File: src/rtl/door_lock_seq.sv
// rtl/door_lock_seq.sv - keypad door lock: digit entry, password compare, timed unlock, failure lockout
module door_lock_seq #(
  parameter int DIGITS      = 4,
  parameter int DIGIT_W     = 4,
  parameter int MAX_TRIES   = 3,
  parameter int UNLOCK_CYC  = 500,
  parameter int LOCKOUT_CYC = 1000
) (
  input  logic                             clk,
  input  logic                             rst_n,
  input  logic                             switch,
  input  logic                             set_pass,
  input  logic [DIGITS*DIGIT_W-1:0]        pass,
  input  logic                             key_valid,
  input  logic [DIGIT_W-1:0]               key_digit,
  input  logic                             key_clear,
  output logic                             unlock,
  output logic                             wrong,
  output logic                             locked_out,
  output logic [$clog2(DIGITS+1)-1:0]      digit_cnt,
  output logic [$clog2(MAX_TRIES+1)-1:0]   fail_cnt
);

  localparam int PW   = DIGITS * DIGIT_W;
  localparam int DCW  = $clog2(DIGITS + 1);
  localparam int FCW  = $clog2(MAX_TRIES + 1);
  localparam int TMAX = (UNLOCK_CYC > LOCKOUT_CYC) ? UNLOCK_CYC : LOCKOUT_CYC;
  localparam int TW   = $clog2(TMAX + 1);

  localparam logic [DCW-1:0] DIGITS_C       = DCW'(DIGITS);
  localparam logic [FCW-1:0] MAX_TRIES_C    = FCW'(MAX_TRIES);
  localparam logic [TW-1:0]  UNLOCK_LAST_C  = TW'(UNLOCK_CYC - 1);
  localparam logic [TW-1:0]  LOCKOUT_LAST_C = TW'(LOCKOUT_CYC - 1);

  typedef enum logic [2:0] {
    ST_DISARMED = 3'd0,
    ST_ENTRY    = 3'd1,
    ST_CHECK    = 3'd2,
    ST_OPEN     = 3'd3,
    ST_LOCKOUT  = 3'd4
  } state_t;

  state_t         state_q, state_d;
  logic [PW-1:0]  stored_q, stored_d;
  logic [PW-1:0]  buf_q, buf_d;
  logic [DCW-1:0] digit_cnt_q, digit_cnt_d;
  logic [FCW-1:0] fail_cnt_q, fail_cnt_d;
  logic [TW-1:0]  timer_q, timer_d;
  logic           unlock_q, unlock_d;
  logic           wrong_q, wrong_d;
  logic           locked_out_q, locked_out_d;

  // State register and all registered outputs; reset leaves the system disarmed and open
  always_ff @(posedge clk or negedge rst_n) begin
    if (!rst_n) begin
      state_q      <= ST_DISARMED;
      stored_q     <= '0;
      buf_q        <= '0;
      digit_cnt_q  <= '0;
      fail_cnt_q   <= '0;
      timer_q      <= '0;
      unlock_q     <= 1'b1;
      wrong_q      <= 1'b0;
      locked_out_q <= 1'b0;
    end else begin
      state_q      <= state_d;
      stored_q     <= stored_d;
      buf_q        <= buf_d;
      digit_cnt_q  <= digit_cnt_d;
      fail_cnt_q   <= fail_cnt_d;
      timer_q      <= timer_d;
      unlock_q     <= unlock_d;
      wrong_q      <= wrong_d;
      locked_out_q <= locked_out_d;
    end
  end

  // Next-state and output logic; disarming overrides everything, including an active lockout
  always_comb begin
    state_d      = state_q;
    stored_d     = stored_q;
    buf_d        = buf_q;
    digit_cnt_d  = digit_cnt_q;
    fail_cnt_d   = fail_cnt_q;
    timer_d      = timer_q;
    unlock_d     = unlock_q;
    wrong_d      = 1'b0;
    locked_out_d = locked_out_q;

    // The stored password may only change while the door is legitimately open or disarmed
    if (set_pass && (state_q == ST_DISARMED || state_q == ST_OPEN)) begin
      stored_d = pass;
    end

    if (!switch) begin
      state_d      = ST_DISARMED;
      buf_d        = '0;
      digit_cnt_d  = '0;
      fail_cnt_d   = '0;
      timer_d      = '0;
      unlock_d     = 1'b1;
      locked_out_d = 1'b0;
    end else begin
      case (state_q)
        ST_DISARMED: begin
          state_d  = ST_ENTRY;
          unlock_d = 1'b0;
        end
        ST_ENTRY: begin
          // Clear wins over a simultaneous key so a half-typed code is never completed by accident
          if (key_clear) begin
            buf_d       = '0;
            digit_cnt_d = '0;
          end else if (key_valid) begin
            buf_d = (buf_q << DIGIT_W) | PW'(key_digit);
            if (digit_cnt_q != DIGITS_C) begin
              digit_cnt_d = digit_cnt_q + DCW'(1);
            end
            if (digit_cnt_d == DIGITS_C) begin
              state_d = ST_CHECK;
            end
          end
        end
        ST_CHECK: begin
          buf_d       = '0;
          digit_cnt_d = '0;
          timer_d     = '0;
          if (buf_q == stored_q) begin
            state_d    = ST_OPEN;
            unlock_d   = 1'b1;
            fail_cnt_d = '0;
          end else begin
            wrong_d = 1'b1;
            if (fail_cnt_q != MAX_TRIES_C) begin
              fail_cnt_d = fail_cnt_q + FCW'(1);
            end
            if (fail_cnt_d == MAX_TRIES_C) begin
              state_d      = ST_LOCKOUT;
              locked_out_d = 1'b1;
            end else begin
              state_d = ST_ENTRY;
            end
          end
        end
        ST_OPEN: begin
          if (timer_q == UNLOCK_LAST_C) begin
            state_d  = ST_ENTRY;
            unlock_d = 1'b0;
            timer_d  = '0;
          end else begin
            timer_d = timer_q + TW'(1);
          end
        end
        ST_LOCKOUT: begin
          if (timer_q == LOCKOUT_LAST_C) begin
            state_d      = ST_ENTRY;
            locked_out_d = 1'b0;
            fail_cnt_d   = '0;
            timer_d      = '0;
          end else begin
            timer_d = timer_q + TW'(1);
          end
        end
        default: begin
          state_d = ST_DISARMED;
        end
      endcase
    end
  end

  assign unlock     = unlock_q;
  assign wrong      = wrong_q;
  assign locked_out = locked_out_q;
  assign digit_cnt  = digit_cnt_q;
  assign fail_cnt   = fail_cnt_q;

endmodule

File: config.mk
export PLATFORM = sky130hd
export DESIGN_NAME = door_lock_seq
export DESIGN_NICKNAME = d
export VERILOG_FILES = /design/src/rtl/door_lock_seq.sv
export SDC_FILE = /design/constraint.sdc
export NUM_CORES = 1
export LEC_CHECK = 0
export ABC_AREA = 1
export CAP_MARGIN = 20
export CELL_PAD_IN_SITES_DETAIL_PLACEMENT = 0
export CELL_PAD_IN_SITES_GLOBAL_PLACEMENT = 1
export CORE_MARGIN = 2
export CORE_UTILIZATION = 35
export DETAILED_ROUTE_END_ITERATION = 10
export PLACE_DENSITY_LB_ADDON = 0.1
export SETUP_SLACK_MARGIN = 0.5
export SLEW_MARGIN = 20
export SYNTH_ARGS = -nofsm -noshare
export SYNTH_HDL_FRONTEND = slang
export SYNTH_SLANG_ARGS = --single-unit
File: constraint.sdc
create_clock -name clk -period 1.5 [get_ports clk]
set_input_delay 0.15 -clock clk [delete_from_list [all_inputs] [get_ports clk]]
set_output_delay 0.15 -clock clk [all_outputs]
set_load 0.02 [all_outputs]
==> impl_metrics.tcl <==
set metrics [dict create \
    slowest_stage "dfrtp_2" \
    die_w_um 93.4 \
    ctsRootBufferMaster "clkbuf_8" \
    clk_path_buf_depth 2 \
    drv_cap 0 \
    syn-cell-area_um2 2800 \
    antenna_found_initial 0 \
    cts_tree "built" \
    hold_slack_ns 0.360 \
    start_util 0.362 \
    p_comb_frac 0.539 \
    synth_edf_count 0 \
    cts_buffers 5 \
    critPathLaunchType "register" \
    ys_seq_elements 53 \
    critPathArrivalTime_ns 1.83 \
    dp_slack_ns -0.184 \
    avgSynthCellArea_um2 8.01 \
    post-route-period-util 1.08 \
    routedWlPerCell_um 13.3 \
    postSynth.asyncResetShare 1.00 \
    pin_count 34 \
    routed_via_density 4.62 \
    hp-class "input port to async pin" \
    max_freq_mhz 617 \
    end_kind "register" \
    slew_viol_final 0 \
    max_stage_delay_ns 0.42 \
    finalHoldViolCount 0 \
    cp.buffers_inverters 3 \
    p_leak_nw 2.10 \
    crit_chain "buf_4, buf_6, nand3_2, inv_2, nor2_4, nor2_4, nand2_4, mux2_4" \
    rsz0062_at_grt "yes" \
    core_um2 7730 \
    synth_cell_types 31 \
    path_clk_slew_ns 0.10 \
    critPathTopFamily "simple AND/OR/NAND/NOR gates" \
    violations "negative setup slack" \
    internal_power_mw 3.77 \
    row_count 32 \
    ys.flop_type "dfrtp_1" \
    switching_share 0.399 \
    worst_pin_slew_ns 0.317 \
    post-route-min-period_ns 1.62 \
    via_count 2659 \
    status "complete, but fails checks" \
    relSlewSlack 0.787 \
    power_frac_seq 0.328 \
    p_clk_frac 0.134 \
    gp_congestion 0.880 \
    fp.dieArea_um2 8720 \
    setup_ws_ns -0.120 \
    drcViolationCount 0 \
    syn2layout_area_growth_pct 63.2 \
    io_buffer_count 33 \
    seq_area_frac_synth 0.475 \
    grt-ovfl-total 0 \
    worstSetupPathType "register to register" \
    finalSetupViolCount 47 \
    grt_max_degree 54 \
    drt_pre_antenna_iters 4 \
    syn_inst 349 \
    tns_ns -3.36 \
    grt_pass1_wl_mm 12.3 \
    drt_wl_total_mm 7.65 \
    layout.cell_area.non_filler_um2 4560 \
    nets 501 \
    clock_latency_ns 0.31 \
    track_usage 0.180 \
    die_y_um 93.4 \
    drtIter0Drc 115 \
    final_cells 575 \
    powerDensity_nw_per_um2 1370 \
    dp_cells 526 \
    grt_pass1_vias 2645 \
    cts.sinks 53 \
    diodes 0 \
    crit_path_frequent_cell "nor2_4" \
    drive_gt1_frac 0.482 \
    placed_area_um2 3630 \
    syn_nets 378 \
    cp.required_ns 1.71 \
    h-tree-depth 2 \
    vdd_ir_drop_max_mv 0.786 \
    place_hpwl_mm 4.55 \
    power.net_switching_mw 2.50 \
    drtAntennaViolNets 0 \
    synth_warnings 0 \
    skew_ns 0.00351 \
    path_max_fanout 4 \
]
final cells by class:
cell class	count	area, um2
sequential	53	1340
timing repair buffer	119	1120
tap	102	128
fill	700	3170
timing repair inverter	2	15.0
clock inverter	3	17.5
inverter	49	203
clock buffer	5	68.8
multi-input combinational	242	1670
synthesized netlist by cell type (2+ instances only):
cell type  number  area [um2]
a21oi_1        13        65.1
buf_2           2        10.0
buf_6           3        33.8
dfrtp_1        52        1300
ha_1            3        37.5
inv_1          42         158
inv_2           6        22.5
mux2_2          4        45.0
nand2_1        90         338
nand2_2         3        18.8
nand3_1        24         120
nand3_2         3        30.0
nand4_1         3        18.8
nor2_1         42         158
nor2_2          3        18.8
nor2_4          3        33.8
nor3_1          8        40.0
o21ai_0        14        70.1
o21ai_1         4        20.0
o21ai_2        11        96.3
xor2_1          6        52.6
worst reg2reg max path, stage by stage (launching register included):
cell	delay [ns]
dfrtp_2	0.42
buf_4	0.14
buf_6	0.09
nand3_2	0.09
inv_2	0.08
nor2_4	0.04
nor2_4	0.21
nand2_4	0.12
mux2_4	0.31
layer usage:
layer	GRT usage	vias up	share of wire
met5	0	-	0
met1	0.225	1272	0.43
met2	0.320	32	0.53
met3	0.0346	4	0.029
li1	-	1351	-
met4	0.0392	0	0.0077
cell families after synthesis:
group / Yosys count / synth area share
xor gates and xnor gates: 6 / 0.0188
AOI/OAI and AO/OA: 46 / 0.106
adders and majority gates: 3 / 0.0134
buffers and inverters: 55 / 0.0850
muxes: 4 / 0.0161
DFF: 53 / 0.475
and+or+nand+nor: 182 / 0.286
per-stage QoR:
stage | util | power, mW
2_1_floorplan | - | 3.39
3_3_place_gp | 0.470 | 4.22
3_5_place_dp | 0.470 | 4.25
4_1_cts | 0.551 | 5.91
5_1_grt | 0.590 | 6.71
6_report | 0.590 | 6.27
timing repair:
item                       in CTS  in global routing
resized for setup             141                 42
hold endpoints to repair       52                  0
cloned                          2                  2
setup endpoints to repair      61                 61
setup buffers                  21                 15
hold buffers                    1                  0
pin swaps                      24                 24
path summary, 6_finish.rpt:
check	from	to	slack [ns]	depth (start not counted)
worst max register to register	state_q[0]	stored_q[7]	-0.12	8
worst min-delay path	rst_n	stored_q[5]	0.36	3
worst max-delay path	state_q[0]	stored_q[7]	-0.12	8
max in group asynchronous	rst_n	unlock	0.84	3
worst min register to register	unlock	unlock	0.48	2
min in group clk	key_digit[1]	buf_q[1]	0.40	3
flip-flops by register name, indices dropped and copies added (netlist names):
signal and flops:
buf_q 16, timer_q 10, unlock 1, locked_out 1, stored_q 16, digit_cnt 3
wrong 1, state_q 3, fail_cnt 2
placed cells by master (no fill, tap or decap), drive strengths merged:
| cell | synthesis | layout |
|---|---|---|
| nand2 | 93 | 94 |
| buf | 6 | 93 |
| dfrtp | 52 | 52 |
| inv | 49 | 50 |
| nor2 | 48 | 48 |
| o21ai | 29 | 29 |
| nand3 | 27 | 27 |
| clkdlybuf4s50 | 0 | 24 |
| a21oi | 14 | 14 |
| nor3 | 9 | 9 |
| clkbuf | 0 | 6 |
| xor2 | 6 | 6 |
| mux2 | 4 | 4 |
| nand4 | 3 | 3 |
| ha | 3 | 3 |
| clkinv | 0 | 2 |
| and3 | 1 | 1 |
| o31ai | 1 | 1 |
| bufinv | 0 | 1 |
| a31oi | 1 | 1 |
| nor3b | 1 | 1 |
| o21a | 1 | 1 |
| clkinvlp | 0 | 1 |
| dlygate4sd3 | 0 | 1 |
| dfstp | 1 | 1 |
power groups by stage:
stage / sequential (mW) / combinational [mW] / clock [mW]
detailed placement: 2.07 / 2.18 / 0
global placement: 2.07 / 2.15 / 0
CTS: 2.05 / 2.99 / 0.861
finish: 2.05 / 3.38 / 0.837
floorplan: 2.09 / 1.29 / 0
global route: 2.10 / 3.69 / 0.926
Note: power is estimated with default switching activity, not from simulation.
